==> src/rtl/counter_16.sv <==
// counter_16: WIDTH-bit registered up-counter advanced by the inc qualifier.
// Optional macro COUNTER16_INC_EDGE_EN counts rising edges of inc instead of its level.
module counter_16 #(
  parameter int unsigned WIDTH = 16
) (
  input  logic             clk,
  input  logic             resetn,
  input  logic             inc,
  output logic [WIDTH-1:0] count
);

  logic             qual;
  logic [WIDTH-1:0] count_nxt;

`ifdef COUNTER16_INC_EDGE_EN
  // Previous-cycle copy of inc; cleared by reset so an edge during reset is dropped.
  logic inc_d;

  always_ff @(posedge clk) begin
    if (resetn) begin
      inc_d <= 1'b0;
    end else begin
      inc_d <= inc;
    end
  end

  assign qual = inc & ~inc_d;
`else
  assign qual = inc;
`endif

  // Next-count selection; wraps naturally modulo 2^WIDTH.
  always_comb begin
    count_nxt = count;
    if (qual) begin
      count_nxt = count + WIDTH'(1);
    end
  end

  // Synchronous active-high reset has priority over counting.
  always_ff @(posedge clk) begin
    if (resetn) begin
      count <= '0;
    end else begin
      count <= count_nxt;
    end
  end

endmodule

==> config.mk <==
export PLATFORM = sky130hd
export DESIGN_NAME = counter_16
export DESIGN_NICKNAME = d
export VERILOG_FILES = /design/src/rtl/counter_16.sv
export SDC_FILE = /design/constraint.sdc
export NUM_CORES = 1
export LEC_CHECK = 0
export ABC_AREA = 1
export CORE_ASPECT_RATIO = 1.1
export CORE_MARGIN = 5
export CORE_UTILIZATION = 48
export DETAILED_ROUTE_END_ITERATION = 8
export MAX_ROUTING_LAYER = met4
export PLACE_DENSITY = 0.77
export SLEW_MARGIN = 10
export SYNTH_ARGS = -nofsm -noshare
export SYNTH_HDL_FRONTEND = slang
export SYNTH_SLANG_ARGS = --single-unit
==> constraint.sdc <==
create_clock -name clk -period 1.4 [get_ports clk]
set_clock_uncertainty 0.05 [all_clocks]
set_input_delay 0.21 -clock clk [delete_from_list [all_inputs] [get_ports clk]]
set_output_delay 0.21 -clock clk [all_outputs]
set_load 0.02 [all_outputs]
==> out/metrics.json <==
{
  "status": {"value": "finished clean"},
  "numPortBuffers": {"value": 18},
  "drc": {"value": 0},
  "clock_transition_time_at_the_flip_flop_clock_pins_of_the_worst_setup_and_hold_paths": {"value": 90, "unit": "ps"},
  "post_drt_via_cell_ratio": {"value": 5.10},
  "cpLargestDelayFamily": {"value": "flip-flops"},
  "ys_types": {"value": 20},
  "clk_root_buffer_cell": {"value": "sky130_fd_sc_hd__clkbuf_4"},
  "cpPeakStageDelay": {"value": 440, "unit": "ps"},
  "timing.critical_path.to_type": {"value": "primary output"},
  "placedInstanceArea": {"value": 1080, "unit": "sq um"},
  "maximum_fanout_along_the_worst_path": {"value": 5},
  "initialDrtViolationCount": {"value": 21},
  "dp_hpwl": {"value": 1490, "unit": "um"},
  "cts_inserted_buffers": {"value": 3},
  "grt_start_max_net_pins": {"value": 12},
  "reg_top3": {"value": "count x16"},
  "antenna_found_initial": {"value": 0},
  "initial_utilization": {"value": 49.2, "unit": "%"},
  "mappedNetlistArea": {"value": 847, "unit": "sq um"},
  "routed_wl": {"value": 1890, "unit": "um"},
  "hold_viol_final": {"value": 0},
  "finalWeightedCongestion": {"value": 0.852},
  "cp_num_buf_inv": {"value": 1},
  "timing_worst_setup_path_type": {"value": "flop to primary output"},
  "fin_crit_sh": {"value": 95.8, "unit": "%"},
  "power_density_over_the_cells": {"value": 690, "unit": "nW/um^2"},
  "critical_path.slowest_cell": {"value": "sky130_fd_sc_hd__dfxtp_1"},
  "final_core_util": {"value": 63.4, "unit": "%"},
  "cts.htree.levels": {"value": 1},
  "synth-main-ff-cell": {"value": "sky130_fd_sc_hd__dfxtp_1"},
  "global_route.usage.total": {"value": 16.8, "unit": "%"},
  "post_synth.cell_area_avg": {"value": 6.72, "unit": "sq um"},
  "postSynthRegisterBits": {"value": 16},
  "synthDominantCellAreaShare": {"value": 37.8, "unit": "%"},
  "synthCells": {"value": 126},
  "fp-row-count": {"value": 16},
  "drv.max_cap_violation_count": {"value": 0},
  "fin_total_pwr": {"value": 754, "unit": "uW"},
  "power.leakage": {"value": 0.505, "unit": "nW"},
  "largest_register_ffs": {"value": 16},
  "cts_tree": {"value": "yes"},
  "number_of_sinks_driven_by_the_clock_tree": {"value": 16},
  "worstPathRequired": {"value": 1140, "unit": "ps"},
  "hold_path_startpoint": {"value": "inc"},
  "slew_headroom": {"value": 78.3, "unit": "%"},
  "critical_path_arrival": {"value": 1080, "unit": "ps"},
  "post_drt_wl_per_cell": {"value": 11.2, "unit": "um"},
  "postCtsSetupRepairBufs": {"value": 0},
  "routed-via-count": {"value": 862},
  "cp-startpoint": {"value": "count[5]"},
  "post_synth_main_area_contributors": {"value": "sky130_fd_sc_hd__dfxtp_1 (38%), sky130_fd_sc_hd__nand2_1 (12%), sky130_fd_sc_hd__nor2_1 (9.3%)"},
  "insertion_delay": {"value": 280, "unit": "ps"},
  "synth-edff-count": {"value": 0},
  "syn_nets": {"value": 130},
  "ir_drop": {"value": 0.573, "unit": "mV"},
  "timing_worst_slew_pin_value": {"value": 326, "unit": "ps"},
  "min_period": {"value": 1340, "unit": "ps"},
  "die_h": {"value": 54.1, "unit": "um"},
  "rr_startpoint": {"value": "count[1]"},
  "synthArstFlopShare": {"value": 0, "unit": "%"},
  "drv_slew": {"value": 0},
  "die-width": {"value": 50.1, "unit": "um"},
  "kind_of_start_point_of_the_critical_path": {"value": "flop"},
  "detail_route.first_pass.iterations": {"value": 4},
  "synth_seq_area_share": {"value": 37.8, "unit": "%"},
  "floorplan.core_area": {"value": 1720, "unit": "sq um"},
  "setup_total_negative_slack": {"value": 0, "unit": "ps"},
  "yosysWarningCount": {"value": 0},
  "vias_in_the_first_global_route": {"value": 819},
  "unrepaired_setup_endpoints_after_global_routing": {"value": "false"},
  "first_pass_grt_wire_length": {"value": 3420, "unit": "um"},
  "nets_finish": {"value": 157},
  "synth_commonest_cells": {"value": "sky130_fd_sc_hd__nand2_1 (26), sky130_fd_sc_hd__nor2_1 (21), sky130_fd_sc_hd__inv_1 (17)"},
  "timing.hold.worst.class": {"value": "input pin to flop"},
  "clk_path_buf_depth": {"value": 2},
  "syn2layout_area_growth": {"value": 29.0, "unit": "%"},
  "final_antenna_net_count": {"value": 0},
  "synthDominantAreaCellType": {"value": "sky130_fd_sc_hd__dfxtp_1"},
  "max_freq": {"value": 0.746, "unit": "GHz"},
  "worst_hold_slack": {"value": 323, "unit": "ps"},
  "layout-drive-gt1-share": {"value": 17.2, "unit": "%"},
  "finish.instance_area": {"value": 1090, "unit": "sq um"},
  "grt-ovfl-total": {"value": 0},
  "antenna_cells": {"value": 0},
  "cell_chain_of_the_critical_path": {"value": "dlygate4sd2_1"},
  "synth.most_common_cell": {"value": "sky130_fd_sc_hd__nand2_1"},
  "boundaryPins": {"value": 19},
  "die-area": {"value": 2710, "unit": "sq um"},
  "timing.final.setup_violations": {"value": 0},
  "largest-register": {"value": "count"}
}
==> cells by family (layout without fill, tap and decap cells) <==
| kind of cell | count (synthesis) | count (layout) | synth area share [%] |
|---|---|---|---|
| and+or+nand+nor | 74 | 74 | 42.1 |
| DFF | 16 | 16 | 37.8 |
| AOI/OAI and AO/OA | 15 | 15 | 9.16 |
| buffers and inverters | 20 | 45 | 9.45 |
| adders and majority gates | 1 | 1 | 1.48 |
==> power breakdown <==
group	switching (mW)	internal [mW]	leakage, nW
sequential	0.00649	0.461	0.130
combinational	0.0323	0.0206	0.361
clock	0.134	0.0997	0.0138
total	0.172	0.582	0.505
==> layer usage <==
layer	wire length, um	part of all wire (%)	GRT usage [%]
met1	900	48	21.4
met2	897	47	26.8
met3	69	3.6	2.49
met4	26	1.4	6.55
met5	0	0	-
==> through the flow <==
step	setup slack, ps	instances
2_1_floorplan	33.7	126
5_1_grt	1.18	169
3_5_place_dp	-243	166
4_1_cts	56.6	169
3_3_place_gp	-194	166
6_report	59.5	169
==> worst paths after layout <==
check	endpoint	slack [ps]	cells after the start
max reg2reg	count[6]	110	4
min	count[0]	320	3
max	count[5]	60	1
min reg2reg	count[8]	450	2
==> final cells by class <==
class	instances	area, sq um
well taps	18	22.5
flip-flops and latches	16	323
multi-input cells	90	449
clock buffers	3	22.5
repair buffers	24	208
fillers	168	629
inverters	18	67.6
==> cell usage in the layout, fill, tap and decap left out <==
master / instances
sky130_fd_sc_hd__a21oi_1: 8
sky130_fd_sc_hd__buf_4: 6
sky130_fd_sc_hd__clkbuf_4: 3
sky130_fd_sc_hd__clkdlybuf4s50_1: 1
sky130_fd_sc_hd__dfxtp_1: 14
sky130_fd_sc_hd__dfxtp_2: 2
sky130_fd_sc_hd__dlygate4sd2_1: 16
sky130_fd_sc_hd__dlymetal6s2s_1: 1
sky130_fd_sc_hd__ha_2: 1
sky130_fd_sc_hd__inv_1: 17
sky130_fd_sc_hd__inv_2: 1
sky130_fd_sc_hd__nand2_1: 26
sky130_fd_sc_hd__nand2_2: 6
sky130_fd_sc_hd__nand3_1: 8
sky130_fd_sc_hd__nand3_2: 1
sky130_fd_sc_hd__nand4_1: 2
sky130_fd_sc_hd__nor2_1: 21
sky130_fd_sc_hd__nor2_2: 2
sky130_fd_sc_hd__nor2_4: 4
sky130_fd_sc_hd__nor3_1: 3
sky130_fd_sc_hd__nor3b_1: 1
sky130_fd_sc_hd__o21ai_0: 4
sky130_fd_sc_hd__o21ai_1: 2
sky130_fd_sc_hd__o21bai_1: 1
==> repair_timing <==
| action | 4_1_cts | 5_1_grt |
|---|---|---|
| setup endpoints to repair | 16 | 9 |
| gates cloned | 0 | 0 |
| pin swaps | 0 | 1 |
| hold buffers | 0 | 0 |
| endpoints found under the hold margin | 0 | 0 |
| resized for setup | 16 | 4 |
Power figures use the tool's default switching activity.
